<file path="src/rtl/ws2812_decoder_if.sv">
// Pixel/frame bus of the WS2812 receive decoder: the serial line in,
// decoded pixels and frame summaries out.
interface ws2812_decoder_if #(
  parameter int IDX_W = 8
);
  logic             din;
  logic [23:0]      pixel_data;
  logic             pixel_valid;
  logic [IDX_W-1:0] pixel_index;
  logic             frame_done;
  logic             frame_error;
  logic [IDX_W-1:0] pixel_count;

  modport master (
    output din,
    input  pixel_data, pixel_valid, pixel_index,
    input  frame_done, frame_error, pixel_count
  );

  modport slave (
    input  din,
    output pixel_data, pixel_valid, pixel_index,
    output frame_done, frame_error, pixel_count
  );
endinterface

</file>
<file path="src/rtl/ws2812_decoder.sv">
// WS2812 NRZ receiver: measures high pulse widths on the synchronised line,
// assembles 24-bit pixels MSB first and reports each frame at the latch gap.
module ws2812_decoder #(
  parameter int NUM_LEDS     = 10,
  parameter int IDX_W        = 8,
  parameter int MIN_HIGH     = 3,
  parameter int BIT_THRESH   = 10,
  parameter int MAX_HIGH     = 20,
  parameter int RESET_CYCLES = 1000
) (
  input  logic               clk,
  input  logic               rst_n,
  ws2812_decoder_if.slave    bus
);
  localparam int HW = $clog2(MAX_HIGH + 2);
  localparam int LW = $clog2(RESET_CYCLES + 1);

  typedef enum logic [1:0] {WAIT_GAP, READY, HIGH, LOW} state_t;

  logic             s1_q, s_q, prev_q;
  state_t           state_q, state_d;
  logic [HW-1:0]    high_q, high_d;
  logic [LW-1:0]    low_q, low_d;
  logic [4:0]       bit_q, bit_d;
  logic [22:0]      shift_q, shift_d;
  logic             pend_q, pend_d;
  logic [23:0]      word_q, word_d;
  logic [IDX_W-1:0] cnt_q, cnt_d;
  logic             ovf_q, ovf_d;
  logic [23:0]      data_q, data_d;
  logic             valid_q, valid_d;
  logic [IDX_W-1:0] idx_q, idx_d;
  logic             done_q, done_d;
  logic             err_q, err_d;
  logic [IDX_W-1:0] pcount_q, pcount_d;

  logic rise, fall, bitv;
  assign rise = s_q & ~prev_q;
  assign fall = ~s_q & prev_q;
  assign bitv = (high_q >= HW'(BIT_THRESH));

  always_comb begin
    state_d  = state_q;
    high_d   = high_q;
    low_d    = low_q;
    bit_d    = bit_q;
    shift_d  = shift_q;
    pend_d   = 1'b0;
    word_d   = word_q;
    cnt_d    = cnt_q;
    ovf_d    = ovf_q;
    data_d   = data_q;
    valid_d  = 1'b0;
    idx_d    = idx_q;
    done_d   = 1'b0;
    err_d    = 1'b0;
    pcount_d = pcount_q;

    // Completed pixel is published one cycle after its last bit is shifted in
    if (pend_q) begin
      data_d = word_q;
      if (cnt_q < IDX_W'(NUM_LEDS)) begin
        valid_d = 1'b1;
        idx_d   = cnt_q;
        cnt_d   = cnt_q + 1'b1;
      end else begin
        ovf_d = 1'b1;
      end
    end

    unique case (state_q)
      WAIT_GAP: begin
        if (s_q) begin
          low_d = '0;
        end else if (low_q == LW'(RESET_CYCLES - 1)) begin
          low_d   = '0;
          state_d = READY;
        end else begin
          low_d = low_q + 1'b1;
        end
      end
      READY: begin
        if (rise) begin
          high_d  = HW'(1);
          state_d = HIGH;
        end
      end
      HIGH: begin
        if ((high_q > HW'(MAX_HIGH)) || (fall && (high_q < HW'(MIN_HIGH)))) begin
          err_d   = 1'b1;
          state_d = WAIT_GAP;
          low_d   = '0;
          bit_d   = '0;
          shift_d = '0;
          cnt_d   = '0;
          ovf_d   = 1'b0;
        end else if (fall) begin
          // The falling cycle is already the first low cycle of the gap
          shift_d = {shift_q[21:0], bitv};
          low_d   = LW'(1);
          state_d = LOW;
          if (bit_q == 5'd23) begin
            bit_d  = '0;
            pend_d = 1'b1;
            word_d = {shift_q, bitv};
          end else begin
            bit_d = bit_q + 1'b1;
          end
        end else begin
          high_d = high_q + 1'b1;
        end
      end
      LOW: begin
        if (rise) begin
          high_d  = HW'(1);
          state_d = HIGH;
        end else if (low_q == LW'(RESET_CYCLES - 1)) begin
          done_d   = 1'b1;
          err_d    = (bit_q != 5'd0) | ovf_q;
          pcount_d = cnt_q;
          cnt_d    = '0;
          bit_d    = '0;
          shift_d  = '0;
          ovf_d    = 1'b0;
          low_d    = '0;
          state_d  = READY;
        end else begin
          low_d = low_q + 1'b1;
        end
      end
      default: state_d = WAIT_GAP;
    endcase
  end

  always_ff @(posedge clk or negedge rst_n) begin
    if (!rst_n) begin
      s1_q     <= 1'b0;
      s_q      <= 1'b0;
      prev_q   <= 1'b0;
      state_q  <= WAIT_GAP;
      high_q   <= '0;
      low_q    <= '0;
      bit_q    <= '0;
      shift_q  <= '0;
      pend_q   <= 1'b0;
      word_q   <= '0;
      cnt_q    <= '0;
      ovf_q    <= 1'b0;
      data_q   <= '0;
      valid_q  <= 1'b0;
      idx_q    <= '0;
      done_q   <= 1'b0;
      err_q    <= 1'b0;
      pcount_q <= '0;
    end else begin
      s1_q     <= bus.din;
      s_q      <= s1_q;
      prev_q   <= s_q;
      state_q  <= state_d;
      high_q   <= high_d;
      low_q    <= low_d;
      bit_q    <= bit_d;
      shift_q  <= shift_d;
      pend_q   <= pend_d;
      word_q   <= word_d;
      cnt_q    <= cnt_d;
      ovf_q    <= ovf_d;
      data_q   <= data_d;
      valid_q  <= valid_d;
      idx_q    <= idx_d;
      done_q   <= done_d;
      err_q    <= err_d;
      pcount_q <= pcount_d;
    end
  end

  assign bus.pixel_data  = data_q;
  assign bus.pixel_valid = valid_q;
  assign bus.pixel_index = idx_q;
  assign bus.frame_done  = done_q;
  assign bus.frame_error = err_q;
  assign bus.pixel_count = pcount_q;
endmodule

</file>
<file path="src/flat_wrapper.sv">
// flat-port wrapper written by rule: the top's interface ports become plain ports
module ws2812_decoder_flat 
#(
  parameter int NUM_LEDS     = 10,
  parameter int IDX_W        = 8,
  parameter int MIN_HIGH     = 3,
  parameter int BIT_THRESH   = 10,
  parameter int MAX_HIGH     = 20,
  parameter int RESET_CYCLES = 1000
)
  (clk, rst_n, bus_din, bus_pixel_data, bus_pixel_valid, bus_pixel_index, bus_frame_done, bus_frame_error, bus_pixel_count);
  ws2812_decoder_if #(.IDX_W(IDX_W)) bus_i ();
  input  logic clk;
  input  logic rst_n;
  input wire logic [$bits(bus_i.din)-1:0] bus_din;
  output wire logic [$bits(bus_i.pixel_data)-1:0] bus_pixel_data;
  output wire logic [$bits(bus_i.pixel_valid)-1:0] bus_pixel_valid;
  output wire logic [$bits(bus_i.pixel_index)-1:0] bus_pixel_index;
  output wire logic [$bits(bus_i.frame_done)-1:0] bus_frame_done;
  output wire logic [$bits(bus_i.frame_error)-1:0] bus_frame_error;
  output wire logic [$bits(bus_i.pixel_count)-1:0] bus_pixel_count;
  assign bus_i.din = bus_din;
  assign bus_pixel_data = bus_i.pixel_data;
  assign bus_pixel_valid = bus_i.pixel_valid;
  assign bus_pixel_index = bus_i.pixel_index;
  assign bus_frame_done = bus_i.frame_done;
  assign bus_frame_error = bus_i.frame_error;
  assign bus_pixel_count = bus_i.pixel_count;
  ws2812_decoder #(.NUM_LEDS(NUM_LEDS), .IDX_W(IDX_W), .MIN_HIGH(MIN_HIGH), .BIT_THRESH(BIT_THRESH), .MAX_HIGH(MAX_HIGH), .RESET_CYCLES(RESET_CYCLES)) u_core (.clk(clk), .rst_n(rst_n), .bus(bus_i));
endmodule
</file>
<file path="config.mk">
export PLATFORM = sky130hd
export DESIGN_NAME = ws2812_decoder_flat
export DESIGN_NICKNAME = d
export VERILOG_FILES = /design/src/rtl/ws2812_decoder_if.sv /design/src/rtl/ws2812_decoder.sv /design/src/flat_wrapper.sv
export SDC_FILE = /design/constraint.sdc
export NUM_CORES = 1
export LEC_CHECK = 0
export BUFFER_PORTS_ARGS = -buffer_cell sky130_fd_sc_hd__buf_4
export CELL_PAD_IN_SITES_DETAIL_PLACEMENT = 0
export CELL_PAD_IN_SITES_GLOBAL_PLACEMENT = 1
export CORE_ASPECT_RATIO = 0.75
export CORE_MARGIN = 2
export CORE_UTILIZATION = 39
export CTS_CLUSTER_DIAMETER = 30
export DETAILED_ROUTE_END_ITERATION = 10
export PLACE_DENSITY_LB_ADDON = 0.12
export SYNTH_ARGS = -nofsm -noshare
export SYNTH_HDL_FRONTEND = slang
export SYNTH_SLANG_ARGS = --single-unit
export TNS_END_PERCENT = 100
</file>
<file path="constraint.sdc">
create_clock -name clk -period 3.4 [get_ports clk]
set_input_delay 0.17 -clock clk [delete_from_list [all_inputs] [get_ports clk]]
set_output_delay 0.17 -clock clk [all_outputs]
set_load 0.01 [all_outputs]
</file>
Word-level counts from Yosys, hierarchy flattened --
Index checks and enable logic that the tools add are counted.
Storage, ports and cells: input port bits 3, register bits after elaboration 125, word-level logic and storage cells 114, output and inout bits 43
Cells by class: reduce and logical (&&, ||, !) cells 15, $lt $le $gt $ge 4, multiplexer cells 53, bitwise operators 7, equality and inequality tests 13, add/sub/neg operators 4
Operator list (number):
- 23-bit two-way mux | 4
- 10-bit two-way mux | 5
- 23-bit one-hot mux with 2 select lines | 1
- 5-bit two-way mux | 8
- 8-bit two-way mux | 5
- 10-bit one-hot mux with 3 select lines | 1
- 5-bit one-hot mux with 2 select lines | 2
- 1-bit two-way mux | 17
- 8-bit one-hot mux with 2 select lines | 1
- 2-bit two-way mux | 6
- 4-bit AND reduction | 3
- 10-bit by 1-bit adder with 10-bit output (second input constant) | 1
- 5-bit by 1-bit adder with 5-bit output (second input constant) | 2
- 10-bit equality test (second input constant) | 1
- 3-bit AND reduction | 3
- 8-bit by 1-bit adder with 8-bit output (second input constant) | 1
- 8-bit by 4-bit < comparator with 1-bit output (second input constant) | 1
- 2-bit != test (second input constant) | 4
- 2-bit one-hot mux with 4 select lines | 1
- 2-bit by 1-bit != test with 1-bit output (second input constant) | 3
- 5-bit equality test (second input constant) | 1
- 5-bit by 4-bit greater-or-equal comparator with 1-bit output (second input constant) | 1
- 5-bit greater-than comparator (second input constant) | 1
- 5-bit by 2-bit < comparator with 1-bit output (second input constant) | 1
- other kinds (15) | 22

Longest topological paths before layout --
word-level depth 6, depth in mapped cells 7, gate-level depth less buffers 6

Least setup slack after synthesis --
No wires, ideal clock.
path type register to register, from register u_core.high_q[0], to register u_core.word_q[10], cell stages (with the launch flop) 7, data required time 3272 ps, setup slack 1623 ps, clock period less this slack 1777 ps, path buffers 1, arrival time 1649 ps, library setup time 128 ps, path through dfrtp_1 > o211ai_1 > nand2_1 > nor3_4 > nand3_2 > buf_2 > mux2_1
On the way: longest elaborated chain between the ends 5, elaborated cells on any way between the ends 6, classes of those cells order compare (2); bitwise (1); reduce/logical (3)
RTL lines:
- start: declaration | line ws2812_decoder.sv:22 | logic [HW-1:0] high_q, high_d;
- start signal: assignment | line ws2812_decoder.sv:160 | high_q <= high_d;
- 5-bit by 2-bit < comparator with 1-bit output | line ws2812_decoder.sv:89 | if ((high_q > HW'(MAX_HIGH)) || (fall && (high_q < HW'(MIN_HIGH)))) begin
- 1-bit logical AND | line ws2812_decoder.sv:89
- 1-bit logical OR * | line ws2812_decoder.sv:89
- 1-bit NOT (no line) *
- 4-bit AND reduction (no line) *
- end signal: assignment | line ws2812_decoder.sv:165 | word_q <= word_d;
- end: declaration | line ws2812_decoder.sv:27 | logic [23:0] word_q, word_d;
Every way passes the cells marked *; elsewhere a longest branch is shown, timed or not. A chain may end at the register's enable or synchronous reset.

Worst setup path in the final report --
from register u_core.high_q[0], to register u_core.word_q[0]
On the way: longest elaborated chain between the ends 5, elaborated cells on any way between the ends 7, classes of those cells order compare (3); bitwise (1); reduce/logical (3)
RTL lines (line):
- 5-bit by 2-bit < comparator with 1-bit output | ws2812_decoder.sv:89
- 1-bit logical AND | ws2812_decoder.sv:89
- 1-bit logical OR | ws2812_decoder.sv:89
- 1-bit NOT (no line)
- 4-bit AND reduction (no line)
Several ways; a longest one is shown, not always the timed one.

==> results.cfg <==
[clock_network]
cts_resized = 0
clk_pin_slew_worst_paths_ps = 60
clk_latency_ps = 410
cts-htree-levels = 4
cts_tree = done
numClockSinks = 125
post-cts-setup-buffer-count = 0
clk_path_buf_depth = 2
cts_buffers = 17
cts-root-buf = clkbuf_16

[route]
drtIter0Drc = 138
ant_nets = 0
wl_um = 10180
vias = 3412
drc = 0
wl_per_cell_um = 15.19
dr.pass1.iters = 4
vias_per_cell = 5.093

[pwr]
p_switching_w = 0.001304
clockPowerShare_pct = 44.7
p_leak_nw = 3.140
power_frac_seq_pct = 39.1
ir_drop_uv = 434.1
switching_share_pct = 30.01
p_total_w = 0.004344
p_per_area_nw_per_um2 = 675.1
intPower_w = 0.003040
power_frac_comb_pct = 16.2

[finish]
finish.utilization_pct = 49.26
area_growth_pct = 22.31
regArea_um2 = 3128
drive_gt1_share_pct = 26.45
multi_input_area_um2 = 2009
nets = 495
final_common_cell = dfrtp_1
nFillCells = 1173
diodes = 0
layout_common_cells = 125 x dfrtp_1, 53 x buf_4, 46 x nand2_1, 30 x o21ai_0, 27 x mux2_2

[setup_path]
r2r_cells = 5
end_kind = register
r2r-start = u_core.high_q[0]$_DFFE_PN0P_
critPathRequiredTime_ps = 3680
cp_max_fo = 25
worstPathArrival_ps = 2780
rr_endpoint = u_core.word_q[0]$_DFFE_PN0P_
r2r_slack_ps = 900
cp-start-kind = register
worstSetupPathType = reg -> reg

[yosys]
synth_mux_area_share_pct = 13.39
synth-simple-area-share_pct = 12.06
syn_nets = 441
synth_fa_ha_area_share_pct = 1.427
synth_compound_area_share_pct = 10.44
yosysWarnings = 0
synth_edf_count = 0
synth_top_family_by_area = multiplexers
synthesis.instances = 432
syn_area_per_cell_um2 = 12.18
synth_async_sr_flop_share_pct = 100.0
synth.cell_area_um2 = 5261
ys_seq_elements = 125
synth-xor-area-share_pct = 0.6659
yosysSeqAreaShare_pct = 59.45
yosysUniqueCellTypes = 59
yosys_most_used_dff = dfrtp_1

[grt]
grtUsageTotal_pct = 15.17
overflow = 0
grt_max_degree = 43
grt_pass1_vias = 3465
antenna_found_initial = 0
grt_pass1_wl_um = 17700

[die]
core_area_um2 = 13060
start_util_pct = 40.28
num_rows = 36
die_x_um = 138.1
dieHeight_um = 104.6
die-area_um2 = 14440
ios = 46

[timing]
fin_ws_ps = 900.3
max_slew_margin_pct = 41.69
hold_viol_final = 0
fmax_mhz = 400.0
period_share_pct = 73.52
skew_ps = 7.882
grt_setup_unrepaired = no
setup_violations = 0
slew_viol_final = 0
fin_tns_setup_ps = 0
tightest_slew_ps = 868.1
whs_ps = 292.5
fin_crit_ps = 2500

[place]
port_buffers = 45
place.gp.congestion = 0.7642
hpwl_um = 6446
place_worst_setup_slack_ps = 892.8

[worst_hold_path]
hold_class = in -> async

[run_status]
status = completed

[job]
maxCapViolCount = 0
[critical path, stage by stage, from the launching register on]
cell	delay, ps
dfrtp_1	440
o211ai_1	260
nand2_1	190
nor3_4	260
nand3_2	650
mux2_1	560
[Yosys cell counts, types with 2 or more instances]
cell type,number,share of area (%)
dfrtp_1,125,59
nand2_1,46,3.3
o21ai_0,30,2.9
mux2_2,27,5.8
o21ai_1,25,2.4
mux2_1,24,5.1
nor2_1,21,1.5
buf_2,9,0.86
clkbuf_1,8,0.57
inv_1,8,0.57
mux2_4,8,2.3
nand3_1,8,0.76
nor2b_1,8,0.95
a21oi_1,6,0.57
ha_1,6,1.4
and2_1,5,0.59
nor3b_1,5,0.71
o31ai_1,4,0.57
a211o_1,3,0.50
a221o_1,3,0.57
a22o_1,3,0.50
a32o_1,3,0.57
nand2b_1,3,0.36
nor3_1,3,0.29
xor2_1,3,0.50
a41oi_1,2,0.33
and3_1,2,0.24
buf_6,2,0.43
nand4_1,2,0.24
[how the worst max path moves through the flow]
stage                                       from                            end  slack [ps]
detailed placement  u_core.high_q[0]$_DFFE_PN0P_   u_core.word_q[0]$_DFFE_PN0P_         890
floorplan           u_core.high_q[0]$_DFFE_PN0P_  u_core.word_q[10]$_DFFE_PN0P_        1620
CTS                 u_core.high_q[0]$_DFFE_PN0P_   u_core.word_q[0]$_DFFE_PN0P_         870
finish              u_core.high_q[0]$_DFFE_PN0P_   u_core.word_q[0]$_DFFE_PN0P_         900
global route        u_core.high_q[0]$_DFFE_PN0P_   u_core.word_q[0]$_DFFE_PN0P_         650
global placement    u_core.high_q[0]$_DFFE_PN0P_  u_core.word_q[19]$_DFFE_PN0P_        1020
[through the flow]
step                      std cells  cell area [um^2]
final                           670              6435
after global routing            670              6435
after global placement          636              5783
after floorplan                 432              5261
after CTS                       670              6435
after detailed placement        636              5783
[cell type report]
type / count / area share (%)
inverter: 9 / 0.5250
clock buffer: 17 / 6.611
tap: 171 / 3.325
sequential: 125 / 48.61
multi-input combinational: 278 / 31.23
clock inverter: 15 / 3.208
timing repair buffer: 55 / 6.494
[power by group through the flow]
stage               registers [W]  logic, W  clock network (W)
floorplan                 0.00169  0.000538                  0
global placement          0.00172  0.000708                  0
detailed placement        0.00172  0.000710                  0
CTS                       0.00170  0.000717            0.00199
global route              0.00172  0.000802            0.00206
finish                    0.00170  0.000704            0.00194
[flip-flops by register name, summed over array words and instances (netlist names), 8 cells and up]
| signal | flops |
|---|---|
| u_core.bus.pixel_index | 8 |
| u_core.shift_q | 23 |
| u_core.cnt_q | 8 |
| u_core.word_q | 24 |
| u_core.low_q | 10 |
| u_core.bus.pixel_count | 8 |
| u_core.bus.pixel_data | 24 |
[repair_timing]
| item | CTS | global route |
|---|---|---|
| hold buffers | 2 | 0 |
| endpoints found under the setup margin | 0 | 0 |
| endpoints found under the hold margin | 40 | 0 |
[layer usage]
metal  vias up  GRT usage [%]  wire, um  part of all wire [%]
li1       1645              -         -                     -
met5         -              0         0                     0
met3        10          3.987       269                   2.6
met2        39          22.28      4501                    44
met4         0          4.810       103                   1.0
met1      1718          22.00      5302                    52
[cell families after synthesis]
logic type | after synthesis
AND/OR/NAND/NOR | 119
XOR/XNOR | 4
AO/OA/AOI/OAI | 89
adder cells (fa/ha/maj) | 6
flip-flops | 125
multiplexers | 60
buffers and inverters | 29
No activity file was read; power rests on OpenSTA's default activity.
